[src/rtl/uart_ascii_rx.sv]
// 8N1 UART receiver with 16x oversampling; presents the low 7 bits of each
// good frame as an ASCII character with a one-cycle newdata strobe.
module uart_ascii_rx #(
  parameter int unsigned CLK_HZ = 100_000_000,
  parameter int unsigned BAUD   = 9600,
  parameter int unsigned DIV    = CLK_HZ / (BAUD * 16)
) (
  input  logic       clk,
  input  logic       rst,
  input  logic       rx,
  output logic [6:0] datain,
  output logic       newdata,
  output logic       frame_err,
  output logic       busy
);

  localparam int unsigned DW = (DIV > 2) ? $clog2(DIV) : 1;
  localparam logic [DW-1:0] DIV_MAX = DW'(DIV - 1);
  localparam logic [3:0] T_MID  = 4'd7;
  localparam logic [3:0] T_LAST = 4'd15;

  typedef enum logic [2:0] {
    S_IDLE,
    S_START,
    S_DATA,
    S_STOP,
    S_WAIT_IDLE
  } state_e;

  state_e        state_q, state_d;
  logic          rx_meta_q, rx_s_q;
  logic [DW-1:0] dcnt_q, dcnt_d;
  logic [3:0]    tcnt_q, tcnt_d;
  logic [2:0]    bcnt_q, bcnt_d;
  logic [7:0]    shift_q, shift_d;
  logic [6:0]    datain_q, datain_d;
  logic          newdata_q, newdata_d;
  logic          frame_err_q, frame_err_d;
  logic          busy_q, busy_d;
  logic          tick;

  assign tick      = (dcnt_q == DIV_MAX);
  assign datain    = datain_q;
  assign newdata   = newdata_q;
  assign frame_err = frame_err_q;
  assign busy      = busy_q;

  // Synchroniser idles high so a reset never looks like a start edge.
  always_ff @(posedge clk or posedge rst) begin
    if (rst) begin
      rx_meta_q <= 1'b1;
      rx_s_q    <= 1'b1;
    end else begin
      rx_meta_q <= rx;
      rx_s_q    <= rx_meta_q;
    end
  end

  always_ff @(posedge clk or posedge rst) begin
    if (rst) begin
      state_q     <= S_IDLE;
      dcnt_q      <= '0;
      tcnt_q      <= '0;
      bcnt_q      <= '0;
      shift_q     <= '0;
      datain_q    <= '0;
      newdata_q   <= 1'b0;
      frame_err_q <= 1'b0;
      busy_q      <= 1'b0;
    end else begin
      state_q     <= state_d;
      dcnt_q      <= dcnt_d;
      tcnt_q      <= tcnt_d;
      bcnt_q      <= bcnt_d;
      shift_q     <= shift_d;
      datain_q    <= datain_d;
      newdata_q   <= newdata_d;
      frame_err_q <= frame_err_d;
      busy_q      <= busy_d;
    end
  end

  always_comb begin
    state_d     = state_q;
    dcnt_d      = tick ? '0 : dcnt_q + DW'(1);
    tcnt_d      = tick ? tcnt_q + 4'd1 : tcnt_q;
    bcnt_d      = bcnt_q;
    shift_d     = shift_q;
    datain_d    = datain_q;
    newdata_d   = 1'b0;
    frame_err_d = 1'b0;

    unique case (state_q)
      S_IDLE: begin
        // Restart oversampling on the edge so sample points are frame-aligned.
        if (!rx_s_q) begin
          state_d = S_START;
          dcnt_d  = '0;
          tcnt_d  = '0;
        end
      end
      S_START: begin
        if (tick && tcnt_q == T_MID) begin
          if (!rx_s_q) begin
            state_d = S_DATA;
            tcnt_d  = '0;
            bcnt_d  = '0;
          end else begin
            state_d = S_IDLE;
          end
        end
      end
      S_DATA: begin
        if (tick && tcnt_q == T_LAST) begin
          shift_d = {rx_s_q, shift_q[7:1]};
          bcnt_d  = bcnt_q + 3'd1;
          if (bcnt_q == 3'd7) begin
            state_d = S_STOP;
          end
        end
      end
      S_STOP: begin
        if (tick && tcnt_q == T_LAST) begin
          if (rx_s_q) begin
            datain_d  = shift_q[6:0];
            newdata_d = 1'b1;
            state_d   = S_IDLE;
          end else begin
            frame_err_d = 1'b1;
            state_d     = S_WAIT_IDLE;
          end
        end
      end
      S_WAIT_IDLE: begin
        if (rx_s_q) begin
          state_d = S_IDLE;
        end
      end
      default: state_d = S_IDLE;
    endcase

    busy_d = (state_d != S_IDLE);
  end

endmodule

[config.mk]
export PLATFORM = sky130hd
export DESIGN_NAME = uart_ascii_rx
export DESIGN_NICKNAME = d
export VERILOG_FILES = /design/src/rtl/uart_ascii_rx.sv
export SDC_FILE = /design/constraint.sdc
export NUM_CORES = 1
export LEC_CHECK = 0
export ABC_AREA = 1
export CORE_AREA = 2 2 69 78
export CTS_CLUSTER_SIZE = 30
export DETAILED_ROUTE_END_ITERATION = 7
export DIE_AREA = 0 0 71 80
export PLACE_DENSITY = 0.53
export SLEW_MARGIN = 10
export SYNTH_ARGS = -nofsm -noshare
export SYNTH_HDL_FRONTEND = slang
export SYNTH_SLANG_ARGS = --single-unit
[constraint.sdc]
create_clock -name clk -period 1.7 [get_ports clk]
set_input_delay 0.255 -clock clk [delete_from_list [all_inputs] [get_ports clk]]
set_output_delay 0.255 -clock clk [all_outputs]
set_load 0.005 [all_outputs]
; Word level (Yosys, flattened, before mapping)
; Cells that the tools add are included.
[totals]
out_inout_bits = 10
in_bits = 3
ff_bits = 40
[classes]
n_addsub = 3
eq_ne = 11
n_mux = 26
reduce_logical = 8
[ops]
columns = operator, count
row1 = $mux 10, 3
row2 = $mux 3, 10
row3 = $pmux 3 s5, 1
row4 = $mux 4, 3
row5 = $add 10x1->10 const B, 1
row6 = $eq 10x10->1 const B, 1
row7 = $pmux 4 s2, 1
row8 = $eq 3x2->1 const B, 2
row9 = $eq 3x3->1 const B, 2
row10 = $mux 1, 6
row11 = $ne 2x2->1 const B, 3
row12 = $pmux 3 s2, 1
row13 = $add 4x1->4 const B, 1
row14 = $eq 4x3->1 const B, 1
row15 = $eq 4x4->1 const B, 1
row16 = $reduce_and 4->1, 1
row17 = $add 3x1->3 const B, 1
row18 = $eq 3x1->1 const B, 1
row19 = $logic_not 3->1, 1
row20 = $reduce_and 3->1, 1
row21 = $reduce_bool 3->1, 1
row22 = $logic_and 1x1->1, 2
row23 = $mux 2, 1
row24 = $reduce_and 2->1, 1
row25 = $reduce_bool 2->1, 1

; Depth between registers and ports, before layout
[logic_depth]
ltp_word = 5
ltp_mapped = 11
mapped_depth_nobuf = 11

; Least setup slack after synthesis
; No wires, ideal clock.
[synth_timing]
kind = register to register
start = register dcnt_q[0]
end = register datain_q[0], in the netlist datain[0]
n_path_buf = 1
setup_slack_ns = 0.177
arrival_ns = 1.397
stages_incl_launch_ff = 9
required_ns = 1.574
cell_sequence = dfrtp_1 > inv_1 > ha_1 > nand2_1 > nor2_2 > nand4_1 > nor3_4 > buf_6 > o21ai_0
[synth_between]
elab_chain_cells = 3
[synth_lines]
columns = item, line_no
row1 = from (decl), 32  ; logic [DW-1:0] dcnt_q, dcnt_d;
row2 = from (signal assigned), 72  ; dcnt_q <= dcnt_d;
row3 = $eq 10x10->1, 42  ; assign tick = (dcnt_q == DIV_MAX);
row4 = $logic_and 1x1->1, 123  ; if (tick && tcnt_q == T_LAST) begin
row5 = $reduce_and 3->1 (no line), -
row6 = to (signal assigned), 76  ; datain_q <= datain_d;
row7 = to (decl), 36  ; logic [6:0] datain_q, datain_d;
; No other way between the ends.
; A chain may end at the register's enable or synchronous reset.

; Final worst setup path
[layout_timing]
start = register dcnt_q[0]
end = register shift_q[7]
[layout_between]
elab_chain_cells = 3
[layout_lines]
columns = item, line_no
row1 = $eq 10x10->1, 42
row2 = $logic_and 1x1->1, 114  ; if (tick && tcnt_q == T_LAST) begin
row3 = $reduce_and 2->1 (no line), -
row4 = to (signal assigned), 75  ; shift_q <= shift_d;
row5 = to (decl), 35  ; logic [7:0] shift_q, shift_d;
; No other way between the ends.

==> run_results.csv <==
group,metric,value,unit
critical_path,rr_worst_depth,8,
floorplanning,core,4898,sq um
critical_path,critPathArrivalTime,1770,ps
logic_synthesis,yosysWarnings,0,
placement,place_ws,27.97,ps
logic_synthesis,synth_edf_count,0,
worst_hold_path,hold_class,"input port to asynchronous set/reset pin",
logic_synthesis,syn_inst,222,
clock_tree,cts_buffers,5,
sta,hold_viol,0,
global_routing,use_met3,4.167,%
critical_path,crit_start,"dcnt_q[0]$_DFF_PP0_",
pwr,power_frac_seq,54.9,%
placement,routabilityCongestion,0.7809,
pwr,clock_power_share,43.3,%
logic_synthesis,yosysMostFrequentCell,"nand2_1",
logic_synthesis,async_flop_share,100.0,%
detailed_routing,viasPerCell,4.545,
final_layout,antenna_cells,0,
detailed_routing,routedWlPerCell,10.85,um
logic_synthesis,ys_types,24,
clock_tree,cts.sinks,40,
critical_path,critPathLaunchType,"flip-flop",
logic_synthesis,syn_area,1899,sq um
logic_synthesis,syn_avg_cell_area,8.556,sq um
final_layout,area_growth,23.32,%
logic_synthesis,synth_ff_type,"dfrtp_1",
global_routing,grt_use_total,13.25,%
logic_synthesis,syn_nets,230,
sta,rsz0062_at_grt,"yes",
floorplanning,die_h,80,um
floorplanning,die_width,71,um
clock_tree,clkTransAtPathRegs,70,ps
logic_synthesis,yosysTopAreaCellShare,50.07,%
clock_tree,clockBufferDepth,2,
critical_path,cp_max_fo,10,
pwr,vdd_drop_max,0.3935,mV
sta,fmax,626.4,MHz
placement,port_buffers,12,
pwr,powerDensity,744.2,nW/um^2
sta,min_period,1596,ps
detailed_routing,ant_nets,0,
sta,drv_slew,0,
sta,worst_pin_slew,368.1,ps
floorplanning,boundaryPins,13,
sta,slew_headroom,75.33,%
detailed_routing,first_pass_iters,4,
critical_path,end_kind,"flip-flop",
pwr,power.internal,1.400,mW
floorplanning,die-area,5680,sq um
detailed_routing,routed_wl,3364,um
logic_synthesis,ys_top_cells_by_count,"45 x nand2_1, 40 x inv_1, 38 x dfrtp_1",
detailed_routing,drtIter0Drc,30,
critical_path,crit_type,"flip-flop to flip-flop",
logic_synthesis,synth_area_leaders,"dfrtp_1 50%, nand2_1 8.9%, inv_1 7.9%, nor2_1 4.9%, ha_1 3.3%",
global_routing,grt.met2_usage,22.90,%
logic_synthesis,synth-seq-cells,40,
logic_synthesis,ys_seq_area_share,52.83,%
global_routing,first_global_vias,1398,
global_routing,met1_usage,15.73,%
sta,whs,330.4,ps
clock_tree,clock_latency,290,ps
critical_path,r2r-start,"dcnt_q[0]$_DFF_PP0_",
global_routing,grt_overflow,0,
flow_run,drv_cap,0,
sta,fin_ws,103.6,ps
pwr,power_switching,0.3430,mW
floorplanning,row_count,27,
clock_tree,htree_levels,2,
clock_tree,root_buffer,"clkbuf_8",
detailed_routing,vias,1409,
placement,dp_hpwl,2401,um
global_routing,top_usage_layer,"met2",
global_routing,grt_max_degree,41,
global_routing,grt_pass1_wl,5954,um
final_layout,nets,259,
critical_path,r2r_end,"shift_q[7]$_DFFE_PP0P_",
detailed_routing,drc,0,
critical_path,required,1880,ps
pwr,p_leak,1.145,nW
global_routing,antenna_found_initial,0,
pwr,combPwrFrac,1.8,%
sta,finClkSkew,4.214,ps
clock_tree,cts_tree,"done",
outcome,outcome,"finished, final reports clean",
critical_path,r2r_slack,100,ps
floorplanning,start_util,38.77,%
logic_synthesis,synth_top_area_cell,"dfrtp_1",
clock_tree,cts_hold_buffers,0,
pwr,p_sw_share,19.68,%
sta,fin_crit_sh,93.90,%
final_layout,drive_gt1_share,16.27,%
sta,setup_viol,0,
-- layout make-up --
class                   instances  area (sq um)
flip-flops and latches         40          1003
multi-input cells             138         757.0
repair buffers                 25         247.7
fillers                       495          2556
inverters                      41         153.9
well taps                      58         72.57
clock buffers                   6         72.57
clock inverters                 2         35.03
-- critical path, stage by stage, from the launching register on --
cell     delay (ps)
dfrtp_1         410
inv_1            70
ha_2            190
nand3_2          80
nor3_4          250
nand3_2         180
buf_6           190
nand2_1          50
o21ai_1          50
-- power groups by stage --
stage	Sequential [mW]	Clock (mW)	Combinational (mW)
after floorplan	0.975	0	0.0163
after CTS	0.956	0.790	0.0333
final	0.957	0.755	0.0311
after detailed placement	0.975	0	0.0330
after global placement	0.975	0	0.0331
after global routing	0.957	0.825	0.0369
-- routing by layer --
layer / part of all wire (%) / vias up
met5: 0 / -
met3: 3.4 / 4
li1: - / 754
met1: 48 / 632
met2: 48 / 19
met4: 0.95 / 0
-- layout by cell type, fill, tap and decap left out, drive strengths merged, types with 2 or more instances in the layout --
cell            n
nand3          14
ha              5
clkbuf          6
dfrtp          38
dfstp           2
a21oi           6
o21ai          21
nor2           28
clkdlybuf4s50  12
nand2          46
buf            13
xor2            3
nand4           5
inv            41
nor3            7
-- cells by family (layout without fill, tap and decap cells) --
kind of cell | after synthesis | after routing | share of synthesized area [%]
simple gates | 101 | 101 | 24.97
buf+inv | 44 | 74 | 9.551
flops | 40 | 40 | 52.83
compound gates | 28 | 28 | 7.444
fa+ha+maj | 5 | 5 | 3.294
xor+xnor | 3 | 3 | 1.384
mux | 1 | 1 | 0.5270
-- state kept, by name (all words and copies together), names as in the netlist --
register   count
shift_q        8
rx_s_q         1
frame_err      1
newdata        1
busy           1
dcnt_q        10
bcnt_q         3
state_q        3
tcnt_q         4
datain         7
rx_meta_q      1
-- through the flow --
stage / utilization [%] / setup TNS, ps / cell area [sq um] / total power [mW] / std cells
finish: 47.82 / 0 / 2342 / 1.743 / 310
global route: 47.82 / -123.8 / 2342 / 1.819 / 310
CTS: 45.77 / 0 / 2242 / 1.780 / 303
detailed placement: 43.58 / 0 / 2135 / 1.008 / 295
global placement: 43.58 / 0 / 2135 / 1.009 / 295
floorplan: - / 0 / 1899 / 0.9911 / 222
-- timing repair --
action                     in CTS  in global routing
setup endpoints to repair       0                 25
gates resized for setup         0                 15
setup buffers                   0                  6
-- worst max-delay path by stage --
stage,end,cells past startpoint
2_1_floorplan,datain[0]$_DFFE_PP0P_,8
3_3_place_gp,bcnt_q[0]$_DFFE_PP0P_,9
3_5_place_dp,bcnt_q[0]$_DFFE_PP0P_,9
4_1_cts,bcnt_q[0]$_DFFE_PP0P_,9
5_1_grt,busy$_DFF_PP0_,11
6_report,shift_q[7]$_DFFE_PP0P_,8
(Power assumes the default switching activity.)
